[src/rtl/decode_pkg.sv]
// Shared decode definitions: opcodes, format codes, decoded bundle.
// Also holds the pure field/format decoder used by the decode stage.
package decode_pkg;

    localparam logic [6:0] OP_OP     = 7'b0110011;
    localparam logic [6:0] OP_IMM    = 7'b0010011;
    localparam logic [6:0] OP_LOAD   = 7'b0000011;
    localparam logic [6:0] OP_JALR   = 7'b1100111;
    localparam logic [6:0] OP_SYSTEM = 7'b1110011;
    localparam logic [6:0] OP_STORE  = 7'b0100011;
    localparam logic [6:0] OP_BRANCH = 7'b1100011;
    localparam logic [6:0] OP_LUI    = 7'b0110111;
    localparam logic [6:0] OP_AUIPC  = 7'b0010111;
    localparam logic [6:0] OP_JAL    = 7'b1101111;

    typedef enum logic [2:0] {
        FMT_NONE = 3'd0,
        FMT_R    = 3'd1,
        FMT_I    = 3'd2,
        FMT_S    = 3'd3,
        FMT_B    = 3'd4,
        FMT_U    = 3'd5,
        FMT_J    = 3'd6
    } fmt_e;

    typedef struct packed {
        logic [6:0] op;
        logic [4:0] rd;
        logic [4:0] rs1;
        logic [4:0] rs2;
        logic [2:0] func3;
        logic [6:0] func7;
        fmt_e       typ;
        logic       illegal;
    } dec_t;

    function automatic dec_t decode(input logic [31:0] i);
        dec_t d;
        d.op    = i[6:0];
        d.rd    = i[11:7];
        d.func3 = i[14:12];
        d.rs1   = i[19:15];
        d.rs2   = i[24:20];
        d.func7 = i[31:25];
        unique case (1'b1)
            d.op == OP_OP:     d.typ = FMT_R;
            d.op == OP_IMM,
            d.op == OP_LOAD,
            d.op == OP_JALR,
            d.op == OP_SYSTEM: d.typ = FMT_I;
            d.op == OP_STORE:  d.typ = FMT_S;
            d.op == OP_BRANCH: d.typ = FMT_B;
            d.op == OP_LUI,
            d.op == OP_AUIPC:  d.typ = FMT_U;
            d.op == OP_JAL:    d.typ = FMT_J;
            default:           d.typ = FMT_NONE;
        endcase
        // Compressed-space encodings are never supported here.
        d.illegal = (d.typ == FMT_NONE) || (i[1:0] != 2'b11);
        return d;
    endfunction

endpackage

[src/rtl/imm_gen.sv]
// Combinational RV32I immediate builder, sign-extended to XLEN.
// Only instr[31:7] carries immediate bits, so only that slice is taken.
module imm_gen
    import decode_pkg::*;
#(
    parameter int XLEN = 32
) (
    input  logic [31:7]     ins,
    input  fmt_e            fmt,
    output logic [XLEN-1:0] imm
);

    logic [31:0] imm32;

    always_comb begin
        imm32 = '0;
        unique case (fmt)
            FMT_I: imm32 = {{20{ins[31]}}, ins[31:20]};
            FMT_S: imm32 = {{20{ins[31]}}, ins[31:25],
                            ins[11:7]};
            FMT_B: imm32 = {{19{ins[31]}}, ins[31], ins[7],
                            ins[30:25], ins[11:8], 1'b0};
            FMT_U: imm32 = {ins[31:12], 12'b0};
            FMT_J: imm32 = {{11{ins[31]}}, ins[31],
                            ins[19:12], ins[20],
                            ins[30:21], 1'b0};
            default: imm32 = '0;
        endcase
    end

    assign imm = XLEN'($signed(imm32));

endmodule

[src/rtl/instr_decode_stage.sv]
// Decode stage: field split, format classify, immediate build.
// Registered output backed by a one-entry skid buffer.
module instr_decode_stage
    import decode_pkg::*;
#(
    parameter int XLEN = 32,
    parameter int PC_W = 32
) (
    input  logic            clk,
    input  logic            rst_n,
    input  logic            in_valid,
    output logic            in_ready,
    input  logic [31:0]     in_instr,
    input  logic [PC_W-1:0] in_pc,
    input  logic            flush,
    output logic            out_valid,
    input  logic            out_ready,
    output logic [6:0]      out_op,
    output logic [4:0]      out_rd,
    output logic [4:0]      out_rs1,
    output logic [4:0]      out_rs2,
    output logic [2:0]      out_func3,
    output logic [6:0]      out_func7,
    output logic [PC_W-1:0] out_pc,
    output logic [XLEN-1:0] out_imm,
    output logic [2:0]      out_type,
    output logic            out_illegal
);

    dec_t            in_d;
    logic [XLEN-1:0] in_imm;

    assign in_d = decode(in_instr);

    imm_gen #(.XLEN(XLEN)) u_imm (
        .ins (in_instr[31:7]),
        .fmt (in_d.typ),
        .imm (in_imm)
    );

    logic            main_v;
    dec_t            main_d;
    logic [XLEN-1:0] main_imm;
    logic [PC_W-1:0] main_pc;
    logic            skid_v;
    dec_t            skid_d;
    logic [XLEN-1:0] skid_imm;
    logic [PC_W-1:0] skid_pc;
    logic            acc;

    assign in_ready = !skid_v;
    assign acc      = in_valid && in_ready;

    always_ff @(posedge clk or negedge rst_n) begin
        if (!rst_n) begin
            main_v   <= 1'b0;
            main_d   <= '0;
            main_imm <= '0;
            main_pc  <= '0;
            skid_v   <= 1'b0;
            skid_d   <= '0;
            skid_imm <= '0;
            skid_pc  <= '0;
        end else if (flush) begin
            main_v <= 1'b0;
            skid_v <= 1'b0;
        end else if (skid_v) begin
            // in_ready is low here, so nothing new can arrive.
            if (out_ready) begin
                main_d   <= skid_d;
                main_imm <= skid_imm;
                main_pc  <= skid_pc;
                skid_v   <= 1'b0;
            end
        end else if (acc) begin
            if (!main_v || out_ready) begin
                main_v   <= 1'b1;
                main_d   <= in_d;
                main_imm <= in_imm;
                main_pc  <= in_pc;
            end else begin
                skid_v   <= 1'b1;
                skid_d   <= in_d;
                skid_imm <= in_imm;
                skid_pc  <= in_pc;
            end
        end else if (out_ready) begin
            main_v <= 1'b0;
        end
    end

    assign out_valid   = main_v;
    assign out_op      = main_d.op;
    assign out_rd      = main_d.rd;
    assign out_rs1     = main_d.rs1;
    assign out_rs2     = main_d.rs2;
    assign out_func3   = main_d.func3;
    assign out_func7   = main_d.func7;
    assign out_type    = main_d.typ;
    assign out_illegal = main_d.illegal;
    assign out_imm     = main_imm;
    assign out_pc      = main_pc;

endmodule

[config.mk]
export PLATFORM = sky130hd
export DESIGN_NAME = instr_decode_stage
export DESIGN_NICKNAME = d
export VERILOG_FILES = /design/src/rtl/decode_pkg.sv /design/src/rtl/imm_gen.sv /design/src/rtl/instr_decode_stage.sv
export SDC_FILE = /design/constraint.sdc
export NUM_CORES = 1
export LEC_CHECK = 0
export BUFFER_PORTS_ARGS = -buffer_cell sky130_fd_sc_hd__buf_2
export CAP_MARGIN = 20
export CORE_MARGIN = 2
export CORE_UTILIZATION = 52
export CTS_BUF_LIST = sky130_fd_sc_hd__clkbuf_4
export DETAILED_ROUTE_END_ITERATION = 8
export GPL_ROUTABILITY_DRIVEN = 1
export HOLD_SLACK_MARGIN = 0.03
export PLACE_DENSITY = 0.76
export SLEW_MARGIN = 15
export SYNTH_ARGS = -nofsm -noshare
export SYNTH_HDL_FRONTEND = slang
export SYNTH_SLANG_ARGS = --single-unit
export TNS_END_PERCENT = 100
[constraint.sdc]
create_clock -name clk -period 1.8 [get_ports clk]
set_input_delay 0.09 -clock clk [delete_from_list [all_inputs] [get_ports clk]]
set_output_delay 0.09 -clock clk [all_outputs]
set_load 0.01 [all_outputs]
# == Word-level counts from Yosys, hierarchy flattened ==
# Index checks and enable logic that the tools add are counted.
# word_totals
regBits,202
in_bits,69
out_inout_bits,102
wordCells,82
# op_classes
n_eq_ne,19
muxes,24
bitwise_logic,3
n_reduce_logical,14
# ops
operator,count
two-way mux 32 bit,8
one-hot mux 32 bit (5 select lines),1
two-way mux 36 bit,4
"equality test 7 bit, second input constant",4
"equality test 7 x 6 -> 1 bit, second input constant",3
one-hot mux 3 bit (6 select lines),1
"equality test 7 x 5 -> 1 bit, second input constant",2
two-way mux 1 bit,10
"equality test 3 bit, second input constant",3
AND reduction 4 bit,2
"equality test 7 x 2 -> 1 bit, second input constant",1
"equality test 3 x 2 -> 1 bit, second input constant",2
"inequality test 2 bit, second input constant",3
nonzero test 2 bit,2
OR reduction 4 bit,1
logical NOT 3 bit,1
"inequality test 3 x 2 -> 1 bit, second input constant",1
NOT 1 bit,3
AND reduction 3 bit,1
nonzero test 3 bit,1
logical NOT 1 bit,2
logical OR 1 bit,2
OR reduction 2 bit,1
logical AND 1 bit,1

# == Depth between registers and ports, before layout ==
# logic_depth
ltp_word,8
depth_mapped,8
depth_no_buf,5

# == By module ==
# A second synthesis with hierarchy kept.
# hier_totals
hier_cells,771
hier_area_um2,9191.3
# by_module_without_submodules
module,instances,cells_each,area_per_inst_um2,seq_area_each_um2
instr_decode_stage,1,681,8531.9,5054.8
imm_gen,1,90,659.4,0.0

# == Worst setup path after synthesis ==
# OpenSTA, ideal clock, no wires.
# synth_timing
path_type,flip-flop to flip-flop
from,register skid_v
to,register main_imm[4] (netlist: out_imm[4])
setup_time_ps,141
arrival_time_ps,1759
required_time_ps,1659
path_slack_ps,-101
path_stages_with_launch,9
n_path_buf,3
synth_period_minus_slack_ps,1901
path_cell_list,dfrtp_1 buf_2 o21ba_2 or3_1 buf_2 clkbuf_1 or3_1 o21ai_0 a31oi_1
# synth_via
elab_chain_len,4
word_cells_on_any_way,7
classes_between,eq/ne (1); mux (1); reduce/logical (5)
# synth_rtl
item,line,rtl
"start, declared",instr_decode_stage.sv:45,logic skid_v;
"start signal, assigned",instr_decode_stage.sv:60,skid_v <= 1'b0;
"start signal, assigned",instr_decode_stage.sv:66,skid_v <= 1'b0;
"start signal, assigned",instr_decode_stage.sv:73,skid_v <= 1'b0;
logical NOT 1 bit,instr_decode_stage.sv:51,assign in_ready = !skid_v;
logical AND 1 bit,instr_decode_stage.sv:52,assign acc = in_valid && in_ready;
nonzero test 2 bit (no source line),n/a,
AND reduction 4 bit (no source line),n/a,
"end signal, assigned",instr_decode_stage.sv:71,main_imm <= skid_imm;
"end signal, assigned",instr_decode_stage.sv:79,main_imm <= in_imm;
"end, declared",instr_decode_stage.sv:43,logic [XLEN-1:0] main_imm;
# Several ways; a longest one is shown, not always the timed one.
# A chain may end at the register's enable or synchronous reset.

# == Worst setup path after layout ==
# layout_timing
from,register skid_v
to,register main_imm[15] (netlist: out_imm[15])
# Same word-level chain as after synthesis.

==> flow_summary.yaml <==
final_layout:
  final_common_cell: "nand2_1"
  final_cell_mix: "307 x nand2_1, 201 x dfrtp_1, 168 x buf_2, 97 x o21ai_0, 71 x clkbuf_4"
  final_layout_size_suffix_gt1_share_pct: 26.8
  nNetsFinal: 1298
  post_layout_nonfiller_instances: 1474
  syn_to_final_growth_pct: 33.1
  postLayoutCoreUtil_pct: 70.7
synthesis:
  synthFlopType: "dfrtp_1"
  ys_async_sr_fraction_pct: 100
  syn_area_per_cell_um2: 9.43
  synth_top_area_cell: "dfrtp_1"
  synth_cell_types: 42
  netlist_top_cells_area: "dfrtp_1 57%, nand2_1 13%, mux2i_1 7.3%"
  synth-seq-area-share_pct: 57.4
  syn-cell-area_um2: 8800
  synth_seq_cells: 202
  ys.warnings.count: 0
  syn-num-nets: 1003
  yosysTopAreaCellShare_pct: 57.4
  syn_inst: 934
  synth_edf_count: 0
drt:
  drtIter0Drc: 540
  routedWlPerCell_um: 16.4
  vias: 7915
  drc: 0
  routed_via_density: 5.37
  wl_um: 24200
  dr.pass1.iters: 5
  drtAntennaViolNets: 0
die:
  std_cell_rows: 47
  die_h_um: 134
  start_util_pct: 53.1
  ios: 171
  die_area_um2: 18000
  fp.coreArea_um2: 16600
  die_w_um: 134
global_route:
  grt-ovfl-total: 0
  grt_pass1_wl_um: 39000
  antenna_found_initial: 1
  grt_use_total_pct: 27.0
  grt_pass1_vias: 7912
  grt_max_degree: 70
cts:
  root_buffer: "clkbuf_4"
  clk_pin_slew_ns: 0.06
  cts_tree: "done"
  cts_inserted_buffers: 51
  numClockSinks: 202
  h-tree-depth: 2
  clk_latency_ns: 0.66
  cts_buffer_depth: 3
min_path:
  min-delay-start: "in_valid"
  hold_class: "primary input to flop"
power_and_ir_drop:
  ir_drop_mv: 0.588
  power.density_nw_per_um2: 974
  leakage_nw: 5.77
sta:
  drv_slew: 0
  max_slew_margin_pct: 61.2
  period_needed_ns: 1.79
  holdWs_ns: 0.0889
  fin_tns_setup_ns: 0
  fmax_mhz: 558
  worst_pin_slew_ns: 0.582
  hold_viol: 0
  setup-violations-final: 0
  fin_skew_ns: 0.0435
  fin_crit_sh_pct: 99.5
  rsz0062_at_grt: "yes"
critical_path:
  worstPathRequired_ns: 2.38
  reg2reg_from: "skid_v"
  cp-end-kind: "flop"
  crit_fanout: 8
  crit_path_start_kind: "flop"
  worstPathArrival_ns: 2.37
  cp-startpoint: "skid_v"
  path_class: "flop to flop"
flow_run:
  drv_cap: 0
place:
  dp_hpwl_um: 15200
  dpl.cell_count: 1315
  numPortBuffers: 170
  gp_congestion: 0.870
run_status:
  status: "complete, no violations"
-- layer usage --
layer,global-route usage (%),part of all wire (%)
met5,0,0
met3,5.33,6.2
met2,44.0,49
met1,35.9,42
met4,10.7,2.8
-- sequential cells by signal, indices dropped and copies added (netlist names), 5 cells and up --
name / flops
out_func7: 7
out_imm: 32
out_op: 7
out_pc: 32
out_rd: 5
out_rs1: 5
out_rs2: 5
skid_d: 36
skid_imm: 32
skid_pc: 32
-- cell type report --
class | instances | area [um^2]
Antenna cell | 1 | 2.50
Clock buffer | 71 | 533
Clock inverter | 6 | 50.0
Fill cell | 1271 | 4860
Inverter | 3 | 13.8
Multi-Input combinational cell | 666 | 3590
Sequential cell | 202 | 5060
Tap cell | 220 | 275
Timing Repair Buffer | 305 | 2200
-- path summary, 6_finish.rpt --
check	depth (start not counted)	to	slack, ns
max	7	out_imm[15]	0.009
min	4	skid_imm[21]	0.09
max reg2reg	7	out_imm[15]	0.009
min reg2reg	2	out_func7[2]	0.47
max in group asynchronous	4	skid_imm[8]	0.51
min in group asynchronous	3	skid_pc[2]	0.52
-- cell families after synthesis --
family | after synthesis | synth area share, %
DFF | 202 | 57.4
AOI/OAI and AO/OA | 173 | 11.6
muxes | 65 | 7.40
and+or+nand+nor | 425 | 20.4
buffers and inverters | 69 | 3.16
-- power by group --
part | total, W | internal, W | leakage (nW) | switching [W]
combinational | 0.00204 | 0.000898 | 2.85 | 0.00114
sequential | 0.00572 | 0.00531 | 2.57 | 0.000413
clock | 0.00366 | 0.00192 | 0.354 | 0.00173
total | 0.0114 | 0.00813 | 5.77 | 0.00329
-- through the flow --
stage,worst slack [ns],area (um^2),total power (W)
6_report,0.00898,11700,0.0114
5_1_grt,-0.0618,11700,0.0121
4_1_cts,-0.0259,11600,0.0115
3_5_place_dp,-0.0645,10200,0.00765
3_3_place_gp,-0.0306,10200,0.00756
2_1_floorplan,-0.0428,8830,0.00673
-- Yosys cell counts, types with 3 or more instances --
cell type  instances
and3_1            12
nand4_1            9
nand3_1           21
buf_1              7
a21oi_1           26
o211ai_1           5
o21ai_0          100
nor3_1             3
nand2_1          310
a31oi_1           10
buf_2              9
or3_1             19
mux2i_1           64
clkbuf_1          48
o221ai_1          11
a221o_1           12
dfrtp_1          202
nor2_1            36
-- worst max-delay path, stage by stage (launching register included) --
cell and delay (ns):
dfrtp_4 0.50, o21ba_4 0.22, buf_6 0.12, nor4_4 0.33, buf_4 0.21, nand4_1 0.09, buf_6 0.16, nand4_1 0.08
-- what timing repair did --
action / CTS / global route
pin swaps: 1 / 4
hold buffers: 69 / 0
resized for setup: 15 / 19
endpoints found under the hold margin: 400 / 0
cloned: 2 / 2
setup buffers: 1 / 8
setup endpoints to repair: 88 / 68
(Power assumes the default switching activity.)
